**config.mk**
```make
export PLATFORM = sky130hd
export DESIGN_NAME = led_matrix_scanner
export DESIGN_NICKNAME = d
export VERILOG_FILES = /design/src/rtl/led_matrix_scanner_pkg.sv /design/src/rtl/led_matrix_scanner_scan_timer.sv /design/src/rtl/led_matrix_scanner.sv
export SDC_FILE = /design/constraint.sdc
export NUM_CORES = 1
export LEC_CHECK = 0
export BUFFER_PORTS_ARGS = -buffer_cell sky130_fd_sc_hd__buf_2
export CAP_MARGIN = 20
export CORE_MARGIN = 5
export CORE_UTILIZATION = 64
export CTS_BUF_LIST = sky130_fd_sc_hd__clkbuf_8
export CTS_CLUSTER_DIAMETER = 100
export CTS_CLUSTER_SIZE = 10
export DETAILED_ROUTE_END_ITERATION = 8
export PLACE_DENSITY = 0.83
export SYNTH_ARGS = -nofsm -noshare
export SYNTH_HDL_FRONTEND = slang
export SYNTH_HIERARCHICAL = 1
export SYNTH_SLANG_ARGS = --single-unit
```
**constraint.sdc**
```tcl
create_clock -name clk -period 2.9 [get_ports clk]
set_clock_uncertainty 0.05 [all_clocks]
set_input_delay 0.145 -clock clk [delete_from_list [all_inputs] [get_ports clk]]
set_output_delay 0.145 -clock clk [all_outputs]
set_load 0.02 [all_outputs]
```
**src/rtl/led_matrix_scanner_pkg.sv**
```systemverilog
// Shared matrix geometry, coordinate width and scan FSM encodings for the scanner and game top.
// Pure declarations: no latency, no flow control.
package led_matrix_scanner_pkg;

  localparam int DIM_X   = 6;
  localparam int DIM_Y   = 6;
  localparam int COORD_W = 3;

  typedef enum logic {
    ST_BLANK = 1'b0,
    ST_DRIVE = 1'b1
  } scan_state_t;

  function automatic logic coord_ok(input logic [COORD_W-1:0] v, input int lim);
    return int'(v) < lim;
  endfunction

endpackage

```
**src/rtl/led_matrix_scanner_scan_timer.sv**
```systemverilog
// Loadable up counter: clears to 0 on i_clr, counts on i_en, o_tc flags count == i_limit.
// o_tc is combinational from the count register; no backpressure.
module led_matrix_scanner_scan_timer #(
  parameter int W = 2
) (
  input  logic         clk,
  input  logic         rst,
  input  logic         i_en,
  input  logic         i_clr,
  input  logic [W-1:0] i_limit,
  output logic         o_tc
);

  logic [W-1:0] r_cnt;

  always_ff @(posedge clk or posedge rst) begin
    if (rst) begin
      r_cnt <= '0;
    end else if (i_clr) begin
      r_cnt <= '0;
    end else if (i_en) begin
      r_cnt <= r_cnt + 1'b1;
    end
  end

  assign o_tc = (r_cnt == i_limit);

endmodule

```
**src/rtl/led_matrix_scanner.sv**
```systemverilog
// Row-scan controller for the 6x6 LED matrix with a ping-pong framebuffer swapped only at frame boundaries.
// Pins are registered from next-state (match the state of the same cycle); inputs never stall.
module led_matrix_scanner
  import led_matrix_scanner_pkg::*;
#(
  parameter int   N_ROWS       = DIM_Y,
  parameter int   N_COLS       = DIM_X,
  parameter int   DWELL_CYCLES = 2000,
  parameter int   BLANK_CYCLES = 16,
  parameter logic ROW_ACT      = 1'b1,
  parameter logic COL_ACT      = 1'b0
) (
  input  logic               clk,
  input  logic               rst,
  input  logic               wr_en,
  input  logic [COORD_W-1:0] wr_x,
  input  logic [COORD_W-1:0] wr_y,
  input  logic               wr_data,
  input  logic               clr,
  input  logic               swap_req,
  output logic               swap_ack,
  output logic               frame_start,
  output logic [N_ROWS-1:0]  row,
  output logic [N_COLS-1:0]  col
);

  localparam int CNT_MAX = (DWELL_CYCLES > BLANK_CYCLES) ? DWELL_CYCLES : BLANK_CYCLES;
  localparam int CNT_W   = (CNT_MAX > 1) ? $clog2(CNT_MAX) : 1;
  localparam logic [CNT_W-1:0]   BLANK_LAST = CNT_W'(BLANK_CYCLES - 1);
  localparam logic [CNT_W-1:0]   DWELL_LAST = CNT_W'(DWELL_CYCLES - 1);
  localparam logic [COORD_W-1:0] ROW_LAST   = COORD_W'(N_ROWS - 1);

  scan_state_t r_state, w_state_nxt;
  logic [COORD_W-1:0] r_row_idx, w_row_idx_nxt;
  logic r_run;
  logic r_sel;
  logic r_pend;
  logic [1:0][N_ROWS-1:0][N_COLS-1:0] r_buf;

  logic [CNT_W-1:0]  w_limit;
  logic              w_tc;
  logic              w_cnt_clr;
  logic              w_boundary;
  logic              w_wr_ok;
  logic [N_COLS-1:0] w_front_row;
  logic [N_ROWS-1:0] w_row_nxt;
  logic [N_COLS-1:0] w_col_nxt;

  led_matrix_scanner_scan_timer #(
    .W (CNT_W)
  ) u_timer (
    .clk     (clk),
    .rst     (rst),
    .i_en    (r_run),
    .i_clr   (w_cnt_clr),
    .i_limit (w_limit),
    .o_tc    (w_tc)
  );

  always_ff @(posedge clk or posedge rst) begin
    if (rst) begin
      r_state   <= ST_BLANK;
      r_row_idx <= '0;
      r_run     <= 1'b0;
    end else begin
      r_state   <= w_state_nxt;
      r_row_idx <= w_row_idx_nxt;
      r_run     <= 1'b1;
    end
  end

  // The first edge after reset holds BLANK/row 0 and counts as a boundary so frame 0 gets its frame_start.
  always_comb begin
    w_state_nxt   = r_state;
    w_row_idx_nxt = r_row_idx;
    w_cnt_clr     = 1'b0;
    w_boundary    = 1'b0;
    w_limit       = (r_state == ST_BLANK) ? BLANK_LAST : DWELL_LAST;
    if (!r_run) begin
      w_boundary = 1'b1;
    end else begin
      case (r_state)
        ST_BLANK: begin
          if (w_tc) begin
            w_state_nxt = ST_DRIVE;
            w_cnt_clr   = 1'b1;
          end
        end
        ST_DRIVE: begin
          if (w_tc) begin
            w_state_nxt = ST_BLANK;
            w_cnt_clr   = 1'b1;
            if (r_row_idx == ROW_LAST) begin
              w_row_idx_nxt = '0;
              w_boundary    = 1'b1;
            end else begin
              w_row_idx_nxt = r_row_idx + 1'b1;
            end
          end
        end
        default: begin
          w_state_nxt = ST_BLANK;
          w_cnt_clr   = 1'b1;
        end
      endcase
    end
  end

  // A request landing on the boundary edge itself stays pending for the following boundary.
  always_ff @(posedge clk or posedge rst) begin
    if (rst) begin
      r_sel       <= 1'b0;
      r_pend      <= 1'b0;
      swap_ack    <= 1'b0;
      frame_start <= 1'b0;
    end else begin
      frame_start <= w_boundary;
      swap_ack    <= w_boundary & r_pend;
      if (w_boundary) begin
        r_pend <= swap_req;
        if (r_pend) begin
          r_sel <= ~r_sel;
        end
      end else begin
        r_pend <= r_pend | swap_req;
      end
    end
  end

  assign w_wr_ok = coord_ok(wr_x, N_COLS) && coord_ok(wr_y, N_ROWS);

  always_ff @(posedge clk or posedge rst) begin
    if (rst) begin
      r_buf <= '0;
    end else if (clr) begin
      r_buf[~r_sel] <= '0;
    end else if (wr_en && w_wr_ok) begin
      r_buf[~r_sel][wr_y][wr_x] <= wr_data;
    end
  end

  assign w_front_row = r_buf[r_sel][w_row_idx_nxt];

  always_comb begin
    w_row_nxt = {N_ROWS{~ROW_ACT}};
    w_col_nxt = {N_COLS{~COL_ACT}};
    if (w_state_nxt == ST_DRIVE) begin
      w_row_nxt[w_row_idx_nxt] = ROW_ACT;
      for (int c = 0; c < N_COLS; c++) begin
        w_col_nxt[c] = w_front_row[c] ? COL_ACT : ~COL_ACT;
      end
    end
  end

  always_ff @(posedge clk or posedge rst) begin
    if (rst) begin
      row <= {N_ROWS{~ROW_ACT}};
      col <= {N_COLS{~COL_ACT}};
    end else begin
      row <= w_row_nxt;
      col <= w_col_nxt;
    end
  end

endmodule
```
* After elaboration in Yosys (flattened, before gate mapping) *
Index checks and enable logic that the tools add are counted.

storage, ports and cells
  register bits = 104
  logic and storage cells = 94

cells by class
  add/subtract/negate cells = 2
  order comparisons = 11
  eq/ne operators = 2
  mux-type cells = 42
  bitwise operators = 6
  reduce and logical (&&, ||, !) cells = 9

operator list
  kind                   number
  $mux 36                4
  $mux 72                2
  $and 72x72->72         1
  $bwmux 72              1
  $demux 36 s1           2
  $not 72->72            1
  $mux 11                3
  $mux 6                 4
  $bmux 6 s3             1
  $demux 6 s3            1
  $mux 1                 17
  $lt 3x4->1 const B     3
  $mux 3                 4
  $add 11x1->11 const B  1
  $eq 11x11->1           1
  $ge 3x1->1 const B     3
  $demux 1 s3            2
  $logic_and 1x1->1      6
  $lt 3x3->1 const B     2
  $lt 1x2->1 const B     2
  $reduce_bool 2->1      2
  $add 3x1->3 const B    1
  $eq 3x3->1 const B     1
  $not 1->1              2
  other kinds (5)        5

* Logic depth before layout (Yosys ltp) *
  depth after elaboration = 11
  depth in mapped cells = 11
  depth with buffers taken out = 9

* Modules after synthesis *
The synthesis kept the hierarchy.

modules (own cells, without submodules)
  module                         instances  cells an instance  area each (µm²)
  led_matrix_scanner             1          516                4,964.8
  led_matrix_scanner_scan_timer  1          71                 679.4

* Worst setup path after synthesis *
No wires, ideal clock.

  kind = register to register
  start = register r_state
  end = register col[4]
  arrival = 2.428 ns
  required time = 2.775 ns
  setup slack = 0.347 ns
  cell stages (with the launch flop) = 10
  path buffers = 1
  period minus slack after synthesis = 2.553 ns
  path through = dfrtp_1 > xnor2_1 > nand4_1 > nor3_1 > and3_1 > buf_6 > xnor2_4 > mux4_2 > nor2b_4 > nor3_2

on the way
  word-level cells in the longest chain between the ends = 9
  elaborated cells between the ends (all ways) = 14

ends and longest elaborated chain
  item                          RTL line                             source
  from (decl)                   led_matrix_scanner.sv:33             scan_state_t r_state, w_state_nxt;
  from (signal assigned)        led_matrix_scanner.sv:66             r_state <= w_state_nxt;
  $mux 11 (*)                   led_matrix_scanner.sv:78             w_limit = (r_state == ST_BLANK) ? BLANK_LAST : DWELL_LAST;
  $eq 11x11->1 (*)              led_matrix_scanner_scan_timer.sv:26  assign o_tc = (r_cnt == i_limit);
  net w_tc                      led_matrix_scanner.sv:41             logic w_tc;
  $mux 3                        led_matrix_scanner.sv:90             if (w_tc) begin
  $mux 3                        led_matrix_scanner.sv:82             case (r_state)
  $mux 3                        led_matrix_scanner.sv:79             if (!r_run) begin
  $bmux 6 s3                    led_matrix_scanner.sv:142            assign w_front_row = r_buf[r_sel][w_row_idx_nxt];
  $mux 6 (not written as such)  led_matrix_scanner.sv:142
  $mux 1                        led_matrix_scanner.sv:150            w_col_nxt[c] = w_front_row[c] ? COL_ACT : ~COL_ACT;
  $mux 6 (*)                    led_matrix_scanner.sv:147            if (w_state_nxt == ST_DRIVE) begin
  net w_col_nxt[4]              led_matrix_scanner.sv:47             logic [N_COLS-1:0] w_col_nxt;
  to (signal assigned)          led_matrix_scanner.sv:158            col <= {N_COLS{~COL_ACT}};
  to (signal assigned)          led_matrix_scanner.sv:161            col <= w_col_nxt;
  to (decl)                     led_matrix_scanner.sv:24             output logic [N_COLS-1:0] col

Mark *: on every way through the listed nets, which the timed path passes. The rest lies on a longest branch. The select of a mux whose other input is x is not followed.
A chain may end at the register's enable or synchronous reset.

* Final worst setup path *
  start = register r_state
  end = register col[3]

Same word-level chain as after synthesis.

==> metrics.yaml <==
synthesis:
  async_flop_share: 1.00
  syn_inst: 587
  synth_area_um2: 5640
  synth_area_leaders: "dfrtp_1 (43%), mux2i_1 (12%), nand2_1 (6.0%)"
  synth_cell_types: 57
  synth_edf_count: 0
  synth_seq_area_share: 0.462
  ys_ff_latch: 104
  synth_flop_cell: "dfrtp_1"
  yosysWarnings: 6
  synth_top_area_frac: 0.434
  syn_avg_cell_area_um2: 9.62
  yosys.area.top_type: "dfrtp_1"
floorplanning:
  die_h_um: 104
  rows: 34
  io_pins: 26
  dieArea_um2: 10800
  core_um2: 8680
  start_util: 0.650
  die_w_um: 104
power:
  p_leak_nw: 2.65
  p_per_area_nw_per_um2: 586
  irDropWorstVdd_mv: 0.362
  report.power.total_mw: 3.63
sta:
  timing.slew.headroom: 0.506
  rsz0062_at_grt: "no"
  slew_violations: 0
  hold_viol: 0
  tns_ns: 0
  fin_crit_sh: 0.933
  finalSetupViolations: 0
  worst_pin_slew_ns: 0.734
  period_needed_ns: 2.71
  max_freq_mhz: 370
placement:
  place_congestion: 0.861
  dp_hpwl_um: 9670
  portBuffers: 25
clock_network:
  clk_latency_ns: 0.37
  cts_setup_buffers: 0
  clk_pin_slew_ns: 0.10
  cts_max_level: 3
  cts_buffer_depth: 2
  cts_made_buffers: 9
  root_buffer: "clkbuf_8"
  cts_tree: "yes"
  cts_sinks: 104
cells_and_area:
  syn_to_final_growth_pct: 9.62
  diodes: 0
  nNetsFinal: 624
  n_fill_cell: 634
  post_route_cells_drive_above_1_share: 0.146
global_route:
  grt_max_degree: 62
  antenna_found_initial: 0
  grt_pass1_vias: 4456
  grt_pass1_wl_um: 23200
  grt_overflow: 0
  grt_usage: 0.263
status:
  status: "finished clean"
routing:
  drc_errors: 0
  vias: 4601
  detail-route-antenna-nets: 0
  vias_per_cell: 6.35
  wl_um: 14000
  wl_per_cell_um: 19.3
  dr.pass1.iters: 5
  drtIter0Drc: 410
setup_path:
  setup.worst_path.start_class: "flop"
  crit_fanout: 13
  crit_required_ns: 3.13
  crit_chain: "xnor2_1 -> nand4_1 -> nor3_2 -> and3_1 -> xnor2_4 -> buf_4 -> mux2i_1 -> o22ai_1 -> nor3_1"
  cp_top_family: "simple AND/OR/NAND/NOR gates"
  crit_path_start: "r_state"
  crit_type: "flop to flop"
  r2r_start: "r_state"
  cpPeakStageDelay_ns: 0.50
  cp.arrival_ns: 2.94
  crit_path_top_delay_cell: "dfrtp_2"
  endpoint_kind: "flop"
  crit_buf_inv: 1
min_path:
  worst_hold_path_type: "primary input to flop"
  hold_start: "wr_en"
flow_run:
  timing.max_cap.violations: 0
## flip-flops by register name, summed over array words and instances, names as in the netlist
register / flops
r_buf: 72
r_sel: 1
r_state: 1
row: 6
col: 6
swap_ack: 1
u_timer/r_cnt: 11
frame_start: 1
r_row_idx: 3
r_pend: 1
r_run: 1
## timing repair
action,4_1_cts,5_1_grt
hold buffers,2,0
setup endpoints to repair,0,5
hold endpoints to repair,30,0
gates resized for setup,0,2
## path summary, 6_finish.rpt
kind	end	slack, ns	depth (start not counted)
max	col[3]	0.19	9
min	r_buf[39]	0.15	3
max reg2reg	col[3]	0.19	9
min reg2reg	r_pend	0.47	1
max in group asynchronous	col[1]	1.89	4
min in group asynchronous	u_timer/r_cnt[1]	0.28	3
## synth_stat cells (6+ instances only)
| cell | count |
|---|---|
| a21oi_1 | 7 |
| nor3_1 | 15 |
| nand4_1 | 14 |
| mux2i_1 | 70 |
| o31ai_1 | 8 |
| clkbuf_1 | 27 |
| nand2_1 | 90 |
| dfstp_2 | 6 |
| nand3_1 | 10 |
| xnor2_1 | 14 |
| dfrtp_1 | 98 |
| o22ai_1 | 15 |
| a32o_1 | 14 |
| nor2b_1 | 7 |
| nor2_1 | 52 |
| inv_1 | 7 |
| o21ai_0 | 47 |
## per-layer routing
layer | global-route usage | share of wire | vias to the layer above | wire length [um]
met5 | 0 | 0 | - | 0
met4 | 0.0712 | 0.021 | 0 | 298
met2 | 0.419 | 0.48 | 186 | 6640
met1 | 0.368 | 0.43 | 2241 | 5950
li1 | - | - | 2139 | -
met3 | 0.0559 | 0.078 | 35 | 1090
## placed cells by master (no fill, tap or decap), types with 5 or more instances in the layout
cell type / instances
a21oi_1: 7
a32o_1: 14
buf_2: 25
buf_4: 16
clkbuf_8: 11
conb_1: 7
dfrtp_1: 97
dfstp_2: 6
inv_1: 6
mux2i_1: 70
nand2_1: 90
nand2b_1: 5
nand3_1: 10
nand4_1: 14
nor2_1: 52
nor2b_1: 7
nor3_1: 14
o211ai_1: 5
o21ai_0: 47
o22ai_1: 15
o31ai_1: 8
xnor2_1: 14
## cell families (layout without fill, tap and decap cells)
group                      count (synthesis)  after routing  synth area share
AOI/OAI and AO/OA                        113            113             0.133
xor gates and xnor gates                  18             18            0.0313
adders and majority gates                  1              1           0.00222
buffers and inverters                     46             70            0.0333
DFF                                      104            104             0.462
muxes                                     78             78             0.148
other                                      2              7           0.00133
and+or+nand+nor                          225            225             0.188
## cell type report
type	instances	area, um2	area share
Multi-Input combinational cell	442	2870	0.464
Sequential cell	104	2610	0.422
Timing Repair Buffer	45	305	0.0493
Clock buffer	11	151	0.0245
Tap cell	108	135	0.0218
Clock inverter	5	78.8	0.0127
Inverter	9	35.0	0.00566
## worst min-delay path, delay by kind of cell
kind | cells | cell delay, ns
buf+inv | 1 | 0.17
simple gates | 1 | 0.13
compound gates | 1 | 0.09
## through the flow
step	cell area, um2	utilization	instances	hold slack [ns]	worst slack, ns
after detailed placement	5910	0.681	705	0.118	0.144
after global placement	5910	0.681	705	0.112	0.269
after floorplan	5660	-	592	-0.0526	0.295
final	6190	0.713	724	0.153	0.195
after CTS	6160	0.710	723	0.141	0.121
after global routing	6190	0.713	724	0.167	0.0731
## power by group
group	switching [mW]	internal, mW	leakage (nW)	total, mW
Clock	0.502	0.533	0.119	1.03
Combinational	0.546	0.329	1.13	0.874
Sequential	0.165	1.55	1.40	1.72
Power figures use the tool's default switching activity.
